`config.mk`:
```
export PLATFORM = sky130hd
export DESIGN_NAME = request_queue
export DESIGN_NICKNAME = d
export VERILOG_FILES = /design/src/rtl/request_queue.sv
export SDC_FILE = /design/constraint.sdc
export NUM_CORES = 1
export LEC_CHECK = 0
export ABC_AREA = 0
export BUFFER_PORTS_ARGS = -buffer_cell sky130_fd_sc_hd__buf_4
export CORE_MARGIN = 2
export CORE_UTILIZATION = 55
export DETAILED_ROUTE_END_ITERATION = 16
export GPL_TIMING_DRIVEN = 0
export PLACE_DENSITY = 0.74
export SLEW_MARGIN = 25
export SYNTH_ARGS = -nofsm -noshare
export SYNTH_HDL_FRONTEND = slang
export SYNTH_SLANG_ARGS = --single-unit
```
`constraint.sdc`:
```
create_clock -name clk -period 5.4 [get_ports clk]
set_input_delay 0.27 -clock clk [delete_from_list [all_inputs] [get_ports clk]]
set_output_delay 0.27 -clock clk [all_outputs]
set_load 0.01 [all_outputs]
```
`src/rtl/request_queue.sv`:
```
// Strict-FIFO request queue with EMPTY/ACTIVE/FULL occupancy tracking.
// Optional per-entry age counters and the out_age port are enabled by defining REQ_AGE_EN.
package request_queue_pkg;
  typedef enum logic [1:0] {
    NOP    = 2'd0,
    READ   = 2'd1,
    WRITE  = 2'd2,
    IFETCH = 2'd3
  } parsed_op_t;
endpackage

module request_queue
  import request_queue_pkg::*;
#(
  parameter int unsigned QUEUE_DEPTH   = 16,
  parameter int unsigned ADDRESS_WIDTH = 33
) (
  input  logic                           clk,
  input  logic                           rst_n,
  input  logic                           in_valid,
  input  parsed_op_t                     in_op,
  input  logic [ADDRESS_WIDTH-1:0]       in_addr,
  output logic                           in_ready,
  output logic                           out_valid,
  output parsed_op_t                     out_op,
  output logic [ADDRESS_WIDTH-1:0]       out_addr,
  input  logic                           out_ready,
  output logic [$clog2(QUEUE_DEPTH):0]   count,
  output logic                           full,
`ifdef REQ_AGE_EN
  output logic                           empty,
  output logic [7:0]                     out_age
`else
  output logic                           empty
`endif
);

  localparam int unsigned PW = $clog2(QUEUE_DEPTH);
  localparam int unsigned CW = PW + 1;

  typedef enum logic [1:0] {
    OCC_EMPTY,
    OCC_ACTIVE,
    OCC_FULL
  } occ_t;

  occ_t                     state_q, state_d;
  logic [CW-1:0]            count_q, count_d;
  logic [PW-1:0]            rd_q, wr_q;
  parsed_op_t               mem_op   [QUEUE_DEPTH];
  logic [ADDRESS_WIDTH-1:0] mem_addr [QUEUE_DEPTH];
  logic                     push, pop;

  assign full      = (state_q == OCC_FULL);
  assign empty     = (state_q == OCC_EMPTY);
  assign in_ready  = !full;
  assign out_valid = !empty;
  assign count     = count_q;

  assign push = in_valid && in_ready && (in_op != NOP);
  assign pop  = out_valid && out_ready;

  // Head is gated so a drained or freshly reset queue never exposes stale storage.
  assign out_op   = empty ? NOP : mem_op[rd_q];
  assign out_addr = empty ? '0  : mem_addr[rd_q];

  always_comb begin
    state_d = state_q;
    count_d = count_q;
    unique case (state_q)
      OCC_EMPTY: begin
        if (push) begin
          count_d = CW'(1);
          state_d = OCC_ACTIVE;
        end
      end
      OCC_ACTIVE: begin
        if (push && !pop) begin
          count_d = count_q + CW'(1);
          state_d = (count_q == CW'(QUEUE_DEPTH - 1)) ? OCC_FULL : OCC_ACTIVE;
        end else if (pop && !push) begin
          count_d = count_q - CW'(1);
          state_d = (count_q == CW'(1)) ? OCC_EMPTY : OCC_ACTIVE;
        end
      end
      OCC_FULL: begin
        if (pop) begin
          count_d = count_q - CW'(1);
          state_d = OCC_ACTIVE;
        end
      end
      default: begin
        state_d = OCC_EMPTY;
        count_d = '0;
      end
    endcase
  end

  always_ff @(posedge clk) begin
    if (!rst_n) begin
      state_q <= OCC_EMPTY;
      count_q <= '0;
      rd_q    <= '0;
      wr_q    <= '0;
    end else begin
      state_q <= state_d;
      count_q <= count_d;
      if (push) wr_q <= wr_q + PW'(1);
      if (pop)  rd_q <= rd_q + PW'(1);
    end
  end

  always_ff @(posedge clk) begin
    if (push) begin
      mem_op[wr_q]   <= in_op;
      mem_addr[wr_q] <= in_addr;
    end
  end

`ifdef REQ_AGE_EN
  logic [7:0]             age [QUEUE_DEPTH];
  logic [QUEUE_DEPTH-1:0] occupied;
  logic [PW-1:0]          offset;

  // An entry is occupied when its distance from the read pointer is below the count.
  always_comb begin
    occupied = '0;
    offset   = '0;
    for (int unsigned i = 0; i < QUEUE_DEPTH; i++) begin
      offset      = PW'(i) - rd_q;
      occupied[i] = ({1'b0, offset} < count_q);
    end
  end

  always_ff @(posedge clk) begin
    for (int unsigned i = 0; i < QUEUE_DEPTH; i++) begin
      if (push && (wr_q == PW'(i))) begin
        age[i] <= '0;
      end else if (occupied[i] && (age[i] != 8'hFF)) begin
        age[i] <= age[i] + 8'd1;
      end
    end
  end

  assign out_age = empty ? '0 : age[rd_q];
`endif

endmodule

```
==> impl_results.md <==
- Run status: finished, final reports clean
- Critical Path Fanout Max: 10
- Synthesized instance count: 1,233
- Share of flip-flops with an asynchronous set or reset: 0
- Number of pins exceeding their max-slew limit in the final report: 0
- Reg clk slew, reported paths: 60 ps
- Placed Instances: 1,897
- Switching portion of total power: 0.2118
- RSZ-0062 raised after global routing: false
- CTS Buf Count: 55
- Commonest cells in the synthesized netlist: 560 x edfxtp_1, 72 x mux4_2, 70 x mux2i_1
- Critical path data arrival time: 3330 ps
- Vias in the first global route: 12,980
- Biggest area contributors in the synthesized netlist: edfxtp_1 73%, mux4_2 7.0%, mux2i_1 3.0%
- Maximum clock frequency: 0.2779 GHz
- Final hold violation count: 0
- # resized after CTS: 0
- TritonCTS clock tree: done
- Non-filler instance count after layout: 2,032
- Net switching power of the design: 0.001951 W
- Largest area contributor in the synthesized netlist: edfxtp_1
- Initial standard-cell utilization of the core: 0.5547
- Post-synthesis net count: 1,281
- Post-route ant nets: 0
- Leftover overflow at the end of global routing: 0
- Final critical-path share of the clock period: 0.6663
- Core region area: 41,760 um^2
- Die Y: 209.2 um
- Clock tree skew after final layout: 17.56 ps
- Post-synthesis instance area: 23,160 um^2
- Post-CTS setup-driven buffer insertion count: 0
- Global-route wire length before repair: 80,560 um
- Weighted congestion at the end of routability-driven global placement: 0.8636
- Clk pwr share: 0.395
- WP data required: 5130 ps
- Total I/O pin count: 83
- Layout cells sized above 1: 0.2498
- Area growth from synthesis to layout: 16.62%
- Total track usage: 0.2522
- Crit Path Class: reg2out
- Clock latency reported for the late side of the worst-skew pair: 610 ps
- Top cell type's share of synthesized area: 0.7260
- Final min period: 3598 ps
- Worst vdd ir: 0.2254 mV
- Pin count of the biggest net entering global routing: 36
- Level count of the clock H-tree: 2
- P_leak: 8.638 nW
- Worst-case headroom to the max-slew limit: 0.3233
- Worst hold-check path type: in2reg
- Final number of setup-violating endpoints: 0
- Sequential share of power: 0.541
- Placed wire-length estimate: 33,900 um
- Initial DRT Pass Iterations: 7
- Pin slew with the least headroom to its limit: 1015 ps
- Power density of the placed cells: 341.0 nW/um^2
- Register cell area after layout: 17,200 um^2
- Max_cap viols: 0
- Maximum number of buffers from clock root to sink: 3
- Number of filler cells placed in the layout: 2,789
- Warnings, synthesis: 0
- Cell at the root of the clock tree: clkbuf_16
- Count of cell types in the netlist: 48
- Area of combinational cells with multiple inputs: 5574 um^2
- Via density per instance: 6.310
- Die Wd: 209.2 um
- Total die area: 43,770 um^2
- Initial antenna violation count: 0
- Post-synthesis area per instance: 18.79 um^2
- FF+latch count, synth: 579
- CP startpoint kind: flip-flop
- Drt first-iter violations: 1,250
- Proportion of power drawn by combinational gates: 0.063
- Post-synth EDFFs: 560
- Register area share after synthesis: 0.7424
- Wire length after detailed routing: 54,740 um
- Post-layout power: 0.009212 W
- Ant diodes: 0
- Routed WL per cell: 26.94 um
- Row Count: 75
- Crit. End Element: primary output
- Internal Power: 0.007261 W
- DRC violation count after routing: 0
- Num Clock Sinks: 579
- Primary flip-flop cell chosen by synthesis mapping: edfxtp_1
- Dominant cell by count in the synthesized netlist: edfxtp_1
- Hold Buf Count CTS: 35
- Total number of vias: 12,820
- Number of buffer cells added on primary ports: 82
- Final layout net count: 1,498
state kept, by name, indices dropped and copies added, names as in the netlist, named ones only:
name      cells
count         5
mem_addr    528
mem_op       32
rd_q          4
state_q       2
wr_q          4
cells in the final DEF, fill, tap and decap left out, types with 9 or more instances in the layout:
cell type      count
mux2i_1           70
buf_2             41
clkbuf_16         56
dfxtp_1           19
xnor2_1            9
edfxtp_1         560
clkinv_1          11
and2_1            10
mux4_2            72
a32o_1            25
ha_1               9
dlygate4sd3_1     35
a21boi_0          27
nand4_1           13
o211ai_1          11
a211oi_1          26
clkbuf_1          57
inv_1             14
nand2_1           61
a32oi_1           35
nor2b_1           27
o21ai_0           34
mux2_2            50
buf_4            103
per-layer routing:
layer  GRT usage  part of all wire  up-vias
li1            -                 -     5488
met1      0.3486              0.41     6635
met2      0.4144              0.49      600
met3     0.04163             0.077       99
met4     0.08424             0.025        0
met5           0                 0        -
stage by stage:
step                      area (um^2)  setup slack [ps]  hold WS, ps  setup TNS, ps  utilization
after floorplan                 23160             673.7        368.9              0            -
after global placement          24450             -3368        502.4        -462760       0.5856
after detailed placement        24970              2304        518.7              0       0.5980
after CTS                       27010              1647        13.80              0       0.6468
after global routing            27010              1836        41.32              0       0.6468
final                           27010              1802        35.46              0       0.6468
worst max-delay path, cell delays in order, from the launching register on:
cell      delay (ps)
dfxtp_1          300
buf_2            180
nor2_1           120
nor2_2           570
clkbuf_1         780
a22oi_1          150
o211ai_1         410
buf_4            200
cell families (layout without fill, tap and decap cells):
group,Yosys count,after routing,synth area share
AOI/OAI and AO/OA,188,188,0.06137
xor gates and xnor gates,11,11,0.004160
adders and majority gates,9,9,0.004862
buffers and inverters,95,355,0.02026
DFF,579,579,0.7424
muxes,200,200,0.1336
and+or+nand+nor,151,151,0.03328
area by class of cell:
type | instances | area share
well taps | 539 | 0.02497
inverters | 14 | 0.001946
multi-input cells | 559 | 0.2064
flip-flops and latches | 579 | 0.6367
clock buffers | 75 | 0.05563
clock inverters | 25 | 0.006763
plain buffers | 81 | 0.01543
repair buffers | 160 | 0.05225
power by group through the flow:
| stage | sequential, W | clock, W | combinational, W |
|---|---|---|---|
| floorplan | 0.00508 | 0 | 0.000317 |
| global placement | 0.00509 | 0 | 0.000531 |
| detailed placement | 0.00508 | 0 | 0.000559 |
| CTS | 0.00499 | 0.00367 | 0.000583 |
| global route | 0.00499 | 0.00383 | 0.000622 |
| finish | 0.00499 | 0.00364 | 0.000584 |
worst paths after layout:
| check | start | endpoint | slack [ps] | depth (start not counted) |
|---|---|---|---|---|
| worst max-delay path | state_q[1] | out_op[1] | 1800 | 7 |
| worst min-delay path | in_op[0] | mem_op[12][0] | 40 | 1 |
| worst max register to register | state_q[0] | mem_addr[13][22] | 2600 | 8 |
| worst min register to register | rd_q[1] | flip-flop | 520 | 2 |
(Power assumes the default switching activity.)
